`src/rtl/axi_llc_ax_sched.sv`:
```
`default_nettype none
// +----------------------------------------------------------------------------+
// | Module     : axi_llc_ax_sched                                              |
// | Description: Round-robin descriptor scheduler with outstanding-burst       |
// |              credit throttling and drain handshake for one AX master.      |
// |              Optional stall statistics: AXI_LLC_AX_SCHED_STATS_EN          |
// | Revision   : 1.0                                                           |
// +----------------------------------------------------------------------------+
module axi_llc_ax_sched #(
    parameter int DESC_WIDTH      = 8,
    parameter int EVICT_BIT       = 0,
    parameter int REFILL_BIT      = 1,
    parameter int CACHE_UNIT      = 0,
    parameter int MAX_OUTSTANDING = 4,
    parameter int CNT_WIDTH       = $clog2(MAX_OUTSTANDING + 1)
) (
    input  logic                    clk_i,
    input  logic                    rst_ni,
    input  logic [2*DESC_WIDTH-1:0] desc_i,
    input  logic [1:0]              desc_valid_i,
    output logic [1:0]              desc_ready_o,
    output logic [DESC_WIDTH-1:0]   desc_o,
    output logic                    desc_valid_o,
    input  logic                    desc_ready_i,
    input  logic                    rsp_done_i,
    input  logic                    drain_req_i,
    output logic                    drain_done_o,
    output logic [CNT_WIDTH-1:0]    cnt_o
`ifdef AXI_LLC_AX_SCHED_STATS_EN
    ,
    output logic [31:0]             stall_credit_o,
    output logic [31:0]             stall_down_o
`endif
);

    localparam int c_EVICT_UNIT = 0;
    localparam int c_FLAG_BIT   = (CACHE_UNIT == c_EVICT_UNIT) ? EVICT_BIT : REFILL_BIT;
    localparam logic [CNT_WIDTH-1:0] c_MAX = CNT_WIDTH'(MAX_OUTSTANDING);
    localparam logic [CNT_WIDTH-1:0] c_ONE = CNT_WIDTH'(1);

    typedef enum logic [1:0] {
        ST_IDLE    = 2'd0,
        ST_HOLD    = 2'd1,
        ST_DRAIN   = 2'd2,
        ST_DRAINED = 2'd3
    } state_t;

    state_t                  r_state;
    logic                    r_ptr;
    logic [CNT_WIDTH-1:0]    r_cnt;
    logic [DESC_WIDTH-1:0]   r_desc;
    logic                    r_valid;
    logic                    r_drain_done;

    logic [DESC_WIDTH-1:0]   w_desc0;
    logic [DESC_WIDTH-1:0]   w_desc1;
    logic [DESC_WIDTH-1:0]   w_gdesc;
    logic                    w_grant;
    logic                    w_flag;
    logic                    w_credit_ok;
    logic                    w_can_accept;
    logic                    w_accept;
    logic                    w_inc;
    logic                    w_dec;

    assign w_desc0 = desc_i[DESC_WIDTH-1:0];
    assign w_desc1 = desc_i[2*DESC_WIDTH-1:DESC_WIDTH];

    // A lone valid port wins outright; a tie goes to the pointer. The loser is
    // never granted in the same cycle, even if the winner lacks credit.
    assign w_grant      = (desc_valid_i[0] ^ desc_valid_i[1]) ? desc_valid_i[1] : r_ptr;
    assign w_gdesc      = w_grant ? w_desc1 : w_desc0;
    assign w_flag       = w_gdesc[c_FLAG_BIT];
    assign w_credit_ok  = ~w_flag | (r_cnt < c_MAX);
    assign w_can_accept = (r_state == ST_IDLE) & w_credit_ok & ~drain_req_i;
    assign desc_ready_o = w_can_accept ? (w_grant ? 2'b10 : 2'b01) : 2'b00;
    assign w_accept     = |(desc_ready_o & desc_valid_i);
    assign w_inc        = w_accept & w_flag;
    assign w_dec        = rsp_done_i & (r_cnt != '0);

    always_ff @(posedge clk_i) begin
        if (!rst_ni) begin
            r_state      <= ST_IDLE;
            r_ptr        <= 1'b0;
            r_cnt        <= '0;
            r_desc       <= '0;
            r_valid      <= 1'b0;
            r_drain_done <= 1'b0;
        end else begin
            if (w_inc && !w_dec) begin
                r_cnt <= r_cnt + c_ONE;
            end else if (!w_inc && w_dec) begin
                r_cnt <= r_cnt - c_ONE;
            end

            case (r_state)
                ST_IDLE: begin
                    if (drain_req_i) begin
                        r_state <= ST_DRAIN;
                    end else if (w_accept) begin
                        r_desc  <= w_gdesc;
                        r_valid <= 1'b1;
                        r_ptr   <= ~w_grant;
                        r_state <= ST_HOLD;
                    end
                end
                ST_HOLD: begin
                    if (desc_ready_i) begin
                        r_valid <= 1'b0;
                        r_state <= drain_req_i ? ST_DRAIN : ST_IDLE;
                    end
                end
                ST_DRAIN: begin
                    if (r_cnt == '0) begin
                        r_drain_done <= 1'b1;
                        r_state      <= ST_DRAINED;
                    end
                end
                ST_DRAINED: begin
                    if (!drain_req_i) begin
                        r_drain_done <= 1'b0;
                        r_state      <= ST_IDLE;
                    end
                end
                default: r_state <= ST_IDLE;
            endcase
        end
    end

    assign desc_o       = r_desc;
    assign desc_valid_o = r_valid;
    assign drain_done_o = r_drain_done;
    assign cnt_o        = r_cnt;

`ifdef AXI_LLC_AX_SCHED_STATS_EN
    logic [31:0] r_stall_credit;
    logic [31:0] r_stall_down;
    logic        w_stall_credit;
    logic        w_stall_down;

    assign w_stall_credit = (r_state == ST_IDLE) & desc_valid_i[w_grant] & ~w_credit_ok & ~drain_req_i;
    assign w_stall_down   = (r_state == ST_HOLD) & ~desc_ready_i;

    always_ff @(posedge clk_i) begin
        if (!rst_ni) begin
            r_stall_credit <= '0;
            r_stall_down   <= '0;
        end else begin
            if (w_stall_credit && (r_stall_credit != 32'hFFFF_FFFF)) begin
                r_stall_credit <= r_stall_credit + 32'd1;
            end
            if (w_stall_down && (r_stall_down != 32'hFFFF_FFFF)) begin
                r_stall_down <= r_stall_down + 32'd1;
            end
        end
    end

    assign stall_credit_o = r_stall_credit;
    assign stall_down_o   = r_stall_down;
`endif

    // A completion with nothing outstanding indicates an upstream protocol error.
    a_no_underflow: assert property (@(posedge clk_i) disable iff (!rst_ni)
        !(rsp_done_i && (r_cnt == '0)));

endmodule
`default_nettype wire

```
`config.mk`:
```
export PLATFORM = sky130hd
export DESIGN_NAME = axi_llc_ax_sched
export DESIGN_NICKNAME = d
export VERILOG_FILES = /design/src/rtl/axi_llc_ax_sched.sv
export SDC_FILE = /design/constraint.sdc
export NUM_CORES = 1
export LEC_CHECK = 0
export BUFFER_PORTS_ARGS = -buffer_cell sky130_fd_sc_hd__buf_2
export CELL_PAD_IN_SITES_DETAIL_PLACEMENT = 0
export CELL_PAD_IN_SITES_GLOBAL_PLACEMENT = 2
export CORE_UTILIZATION = 27
export DETAILED_ROUTE_END_ITERATION = 7
export HOLD_SLACK_MARGIN = 0.15
export PLACE_DENSITY = 0.81
export SLEW_MARGIN = 20
export SYNTH_ARGS = -nofsm -noshare
export SYNTH_HDL_FRONTEND = slang
export SYNTH_SLANG_ARGS = --single-unit
```
`constraint.sdc`:
```
create_clock -name clk_i -period 2.7 [get_ports clk_i]
set_input_delay 0.54 -clock clk_i [delete_from_list [all_inputs] [get_ports clk_i]]
set_output_delay 0.54 -clock clk_i [all_outputs]
set_load 0.1 [all_outputs]
```
# After elaboration in Yosys (flattened, before gate mapping)

Index checks and enable logic that the tools add are counted.

$add $sub $neg: 2
Multipliers: 0
Divide/modulo/power cells: 0
Order comparisons: 1
Equality and inequality tests: 9
Shift-type cells: 0
Muxes and demuxes: 20
Bitwise gates (word level): 10
Reduce and logical (&&, ||, !) cells: 15

Operator list:

| cell                | number |
|---|---|
| $mux 2              | 8 |
| $ne 2x2->1 const B  | 5 |
| $mux 8              | 1 |
| $pmux 2 s4          | 1 |
| $reduce_and 4->1    | 2 |
| $mux 1              | 6 |
| $mux 3              | 2 |
| $reduce_and 3->1    | 2 |
| $reduce_bool 2->1   | 3 |
| $and 1x1->1         | 4 |
| $eq 2x2->1 const B  | 2 |
| $pmux 1 s2          | 2 |
| $add 3x1->3 const B | 1 |
| $logic_not 3->1     | 1 |
| $lt 3x3->1 const B  | 1 |
| $ne 3x3->1 const B  | 1 |
| $not 1->1           | 3 |
| $reduce_bool 3->1   | 1 |
| $sub 3x1->3 const B | 1 |
| $and 2x2->2         | 1 |
| $eq 2x1->1 const B  | 1 |
| $logic_and 1x1->1   | 2 |
| $logic_not 1->1     | 2 |
| $logic_not 2->1     | 1 |
| 3 further kinds     | 3 |

Register bits after elaboration: 16
Latch bits: 0
RAM bits: 0
ROM bits: 0
Bits of input ports: 23
Output and inout port bits: 15
Word-level logic and storage cells: 63
Memories: 0

# Depth between registers and ports, before layout

Gate-level depths: netlist of run 1.

Word-level depth: 15
Depth in mapped cells: 10
Depth with buffers taken out: 9

# Worst setup path before layout of run 1

No wires, ideal clock.

Path kind: input -> output
From: in desc_valid_i[1]
To: out desc_ready_o[0]
Arrival: 2566 ps
Data required time: 2160 ps
Slack: -406 ps
Cell stages on the path: 5
Buffers on the path: 1
Path through: nand2b_1 a211oi_2 buf_6 o31ai_1 nor2_1

Longest elaborated chain between the ends: 8
Elaborated cells between the ends (all ways): 9
Classes of those cells: mux: 4; bitwise: 5

Ends and longest elaborated chain:

| element                  | RTL line | RTL |
|---|---|---|
| start: declaration       | 20       | `input logic [1:0] desc_valid_i,` |
| $xor 1x1->1              | 71       | `assign w_grant = (desc_valid_i[0] ^ desc_valid_i[1]) ? desc_valid_i[1] : r_ptr;` |
| $mux 1 *                 | 71       |  |
| $mux 8                   | 72       | `assign w_gdesc = w_grant ? w_desc1 : w_desc0;` |
| $not 1->1                | 74       | `assign w_credit_ok = ~w_flag \| (r_cnt < c_MAX);` |
| $or 1x1->1               | 74       |  |
| $and 1x1->1 (2 in a row) | 75       | `assign w_can_accept = (r_state == ST_IDLE) & w_credit_ok & ~drain_req_i;` |
| $mux 2 *                 | 76       | `assign desc_ready_o = w_can_accept ? (w_grant ? 2'b10 : 2'b01) : 2'b00;` |
| end: declaration         | 21       | `output logic [1:0] desc_ready_o,` |

Every way passes the cells marked *; elsewhere a longest branch is shown, timed or not.

# Final worst setup path of run 1

Same ends and word-level chain as after synthesis.

==> reports/metrics.csv, run 1 <==
metric,value,unit
status,"finished, final reports clean",
Final GP Congestion,0.754,
Initial Utilization,29.2,%
die height,63.3,um
row count,21,
Peak VDD IR,0.000270,V
vias in the first global route,904,
"commonest non-fill, non-tap cell in the layout",buf_2,
most frequent cells in the layout,"buf_2, dfxtp_1, nor2_1",
"EDFF count, synth",0,
vias per cell,4.97,
Vias,969,
layout cells sized above 1,36.2,%
drt first-iter violations,32,
WS Path Type,input port to primary output,
Max Fclk,0.412,GHz
first-pass GRT wire length,4050,um
Layout fillers,376,
unrepaired setup endpoints after global routing,false,
Pleak,0.574,nW
Hold Buf Count CTS,0,
Post-CTS Resized,0,
Final HPWL DP,1880,um
Root Driver,clkbuf_8,
Antenna diodes,0,
required time of the critical path,2.16,ns
final worst setup slack,0.275,ns
Synth Flop Type,dfxtp_1,
Setup Buffers After CTS,0,
WP data arrival,1.89,ns
CTS Buf Count,3,
pwr/cell area,1140,nW/um2
Final #Nets,176,
Max-Cap Viols,0,
area of the core,3470,um2
grt total ovfl,0,
final setup violation count,0,
Post-Place Worst Slack,0.109,ns
"critical path fanouts, max",12,
fin crit share,89.8,%
Total Routing Usage GR,12.7,%
htree depth,1,
Final ANT Viol Nets,0,
# IOs,38,
syn nets,137,
Gate Count Post-Synth,112,
asr flop ratio synth,0,%
clk_lat worst skew,0.25,ns
slew at the pin closest to its max-slew limit,0.498,ns
Syn Std Cell Area,1010,um2
number of port buffers,37,
fin crit period,2.43,ns
drt drc,0,
area delta synth->final,29.8,%
drt first pass iters,4,
initial antenna violation count,0,
die width,63.3,um
CTS tree,done,
clock buffer depth,2,
register bit total from synthesis,16,
FF+latch area,320,um2
Clock Sinks,16,
Final Max Slew Viols,0,
largest net degree at the start of global routing,13,
multi-input logic area,624,um2
sequential area share after synthesis,31.6,%
clock slew at reported path FFs,0.06,ns
Final Hold Fails,0,
total power draw,0.00150,W
Worst Setup Start Kind,input port,
min-delay worst type,register to register,
routed wire length,2540,um
Die ar.,4000,um2
Max-slew headroom,66.8,%
count of cell types in the netlist,35,
Synth Warn #,0,
drt wl/cell,13.0,um
Layout Skew,0.00347,ns
CP Capture Type,primary output,
Avg Synthesized Cell Area,9.05,um2
==> sequential cells by signal, indices dropped and copies added (netlist names) <==
name          cells
r_ptr             1
desc_o            8
cnt_o             3
r_state           2
desc_valid_o      1
drain_done_o      1
==> metal layers <==
layer	wire, um	up-vias	global-route usage [%]
met4	16	0	5.97
li1	-	496	-
met2	1200	23	20.2
met1	1210	448	16.4
met3	117	2	2.72
met5	0	-	0
==> cell type report <==
cell class                 count  share of cell area [%]
multi-input combinational     82                    47.5
sequential                    16                    24.4
timing repair buffer          41                    18.6
tap                           46                    4.38
clock buffer                   3                    3.14
inverter                       7                    2.00
==> synth_stat cells (2+ instances only) <==
cell	number	area, um2
o211a_1	2	20.0
nor4_1	8	50.1
xor2_1	2	17.5
a31oi_1	2	12.5
buf_2	4	20.0
or4_1	2	15.0
a21oi_1	3	15.0
nand2b_1	5	31.3
or3_1	2	12.5
and2_1	2	12.5
nor2_1	14	52.6
mux2i_1	8	80.1
dfxtp_1	16	320
o21ai_0	5	25.0
a2111oi_2	7	105
nand2_1	2	7.51
o21a_1	3	22.5
nor2b_1	2	12.5
inv_1	7	26.3
==> critical path, cell delays in order <==
cell and delay (ns):
buf_2 0.14, nand2b_1 0.15, a211oi_2 0.27, buf_4 0.25, o31ai_1 0.12, nor2_1 0.20
buf_12 0.21
==> where the power goes <==
group | internal, W | switching [W]
Clock | 0.0000990 | 0.0000831
Combinational | 0.000253 | 0.000679
Sequential | 0.000306 | 0.0000799
==> through the flow <==
step	TNS [ns]	area, um2	hold WS, ns	util [%]	cells
floorplan	-0.811	1010	0.468	-	112
global route	0	1320	0.542	37.9	195
global placement	0	1270	0.486	36.7	192
finish	0	1320	0.513	37.9	195
CTS	0	1320	0.517	37.9	195
detailed placement	0	1270	0.493	36.7	192
==> worst paths after layout <==
check | startpoint | endpoint | slack [ns] | cells past startpoint
worst max register to register | r_state[0] | cnt_o[2] | 0.31 | 9
worst min register to register | desc_o[0] | desc_o[0] | 0.51 | 1
worst min-delay path | desc_o[0] | desc_o[0] | 0.51 | 1
worst max-delay path | desc_valid_i[1] | desc_ready_o[0] | 0.27 | 7
==> kinds of logic (layout without fill, tap and decap cells) <==
group                      Yosys count  count (layout)  synth area share, %
muxes                                8               8                 7.90
xor gates and xnor gates             2               2                 1.73
and+or+nand+nor                     40              40                 21.1
AOI/OAI and AO/OA                   30              30                 27.7
buffers and inverters               14              51                 6.79
adders and majority gates            2               2                 3.21
DFF                                 16              16                 31.6
Note: power is estimated with default switching activity, not from simulation.
==> run 2, diff against run 1 <==
CELL_PAD_IN_SITES_DETAIL_PLACEMENT = 1   (was 0)
CORE_UTILIZATION = 25   (was 27)
PLACE_DENSITY = 0.79   (was 0.81)
clock period = 2.1 ns   (was 2.7 ns; I/O delays follow)
==> run 2 against run 1 <==
Largest cell class unchanged. Design area increased by 13%. Hold slack worse by 0.031 ns. Clock power is 34% higher. The run now ends with setup timing left. Core utilization is 1.4 points higher. Sequential power grew 27%.
==> reports/metrics.csv, run 2 (synthesis gave the netlist of run 1 again) <==
metric,value,unit
CP top delay family,simple AND/OR/NAND/NOR gates,
Clock Sinks,16,
number of port buffers,37,
hold_sp,rst_ni,
WS Path Type,register to register,
Max-slew headroom,63.9,%
Vias,1063,
htree depth,1,
vias in the first global route,1074,
multi-input logic area,671,um2
Layout Skew,0.00144,ns
hold path cells,3,
Root Driver,clkbuf_8,
Antenna diodes,0,
die width,65.7,um
area of the core,3770,um2
min-delay worst type,input port to register,
Die ar.,4310,um2
fin crit period,2.22,ns
Worst Setup Start Kind,register,
slew at the pin closest to its max-slew limit,0.540,ns
first-pass GRT wire length,4940,um
Pleak,0.649,nW
max FFs per register,8,
Initial Utilization,26.9,%
r2r endpoint,cnt_o[2],
"commonest non-fill, non-tap cell in the layout",buf_2,
final non-filler cell area,1480,um2
CP Capture Type,register,
"critical path fanouts, max",4,
clk_lat worst skew,0.25,ns
slowest CP cell,dfxtp_2,
pwr/cell area,1400,nW/um2
Total Routing Usage GR,14.9,%
logic gate share of total power,64.7,%
Final ANT Viol Nets,0,
Hold Path End,r_state[1],
layout cells sized above 1,48.8,%
Layout fillers,447,
drt first pass iters,4,
largest net degree at the start of global routing,13,
worst-path cell chain,"nor2b_4, o211a_1, nor4_2, ha_2, inv_2, fa_2, xor2_1, or3_1, a21oi_1",
Internal,0.000943,W
Final Hold Fails,0,
row count,22,
switching share of total power,54.7,%
Peak VDD IR,0.000502,V
most frequent cells in the layout,"buf_2, buf_4, nor2_1, dfxtp_1, mux2i_1",
fin crit share,106,%
required time of the critical path,2.27,ns
unrepaired setup endpoints after global routing,true,
DP Area,1410,um2
final setup violation count,3,
CTS tree,done,
clock share of power,11.7,%
FF+latch area,328,um2
crit path buf inv count,1,
Fin Setup TNS,-0.171,ns
Final GP Congestion,0.739,
WP data arrival,2.39,ns
area delta synth->final,46.4,%
worst stage delay on the critical path,0.33,ns
Max Fclk,0.450,GHz
number of cells on the worst reg-to-reg path,9,
Reg power frac,23.6,%
NetSw,0.00114,W
# IOs,38,
clock buffer depth,2,
Worst R2R Start,r_ptr,
status,"finished, violations left",
vias per cell,5.01,
clock slew at reported path FFs,0.07,ns
Final HPWL DP,2330,um
drt first-iter violations,23,
WHS,0.481,ns
initial antenna violation count,0,
final core occ,39.3,%
final worst setup slack,-0.121,ns
drt wl/cell,14.4,um
die height,65.7,um
drt drc,0,
grt total ovfl,0,
CTS Buf Count,3,
Max-Cap Viols,0,
failing checks,setup timing,
Final #Nets,190,
R2R Setup Slk,-0.12,ns
Final Max Slew Viols,0,
routed wire length,3060,um
total power draw,0.00208,W
[run 2: per-layer routing]
| layer | vias to the layer above | routed length [um] | GRT usage, % |
|---|---|---|---|
| met5 | - | 0 | 0 |
| met4 | 0 | 27 | 4.89 |
| met3 | 2 | 126 | 2.08 |
| met2 | 29 | 1530 | 26.5 |
| met1 | 512 | 1370 | 18.1 |
| li1 | 520 | - | - |
[run 2: layout make-up]
class / count / area share, %
inverters: 7 / 1.77
repair buffers: 55 / 23.9
well taps: 48 / 4.05
clock buffers: 4 / 3.04
flip-flops and latches: 16 / 22.1
multi-input cells: 82 / 45.2
[run 2: power groups by stage]
stage                     Clock [W]  Combinational (W)  Sequential (W)
final                      0.000243            0.00135        0.000492
after global routing       0.000260            0.00144        0.000510
after CTS                  0.000247            0.00135        0.000494
after detailed placement          0            0.00133        0.000500
after global placement            0            0.00130        0.000494
after floorplan                   0           0.000543        0.000987
[run 2: worst max path at each step]
stage	startpoint	endpoint	slack (ns)	cells after the start
floorplan	desc_valid_i[0]	cnt_o[2]	-0.19	10
global placement	desc_valid_i[0]	cnt_o[2]	-0.24	10
detailed placement	desc_valid_i[0]	cnt_o[2]	-0.33	10
CTS	r_ptr	cnt_o[2]	-0.15	9
global route	r_ptr	cnt_o[2]	-0.24	9
finish	r_ptr	cnt_o[2]	-0.12	9
[run 2: metrics by stage]
| stage | setup slack, ns | std cells |
|---|---|---|
| after CTS | -0.147 | 211 |
| after global placement | -0.240 | 205 |
| after global routing | -0.242 | 212 |
| after detailed placement | -0.331 | 205 |
| final | -0.121 | 212 |
| after floorplan | -0.191 | 112 |
[run 2: worst reg2reg max path: cells and delay by family (launching register included)]
family / cells / cell delay [ns]
and+or+nand+nor: 3 / 0.70
adders and majority gates: 2 / 0.55
AOI/OAI and AO/OA: 2 / 0.36
DFF: 1 / 0.33
xor gates and xnor gates: 1 / 0.15
buffers and inverters: 1 / 0.04
[run 2: timing repair]
| action | CTS | global route |
|---|---|---|
| resized for setup | 2 | 0 |
| hold buffers | 0 | 0 |
| pin swaps | 1 | 0 |
| hold endpoints to repair | 0 | 0 |
| buffers inserted | 2 | 1 |
| setup endpoints to repair | 3 | 4 |
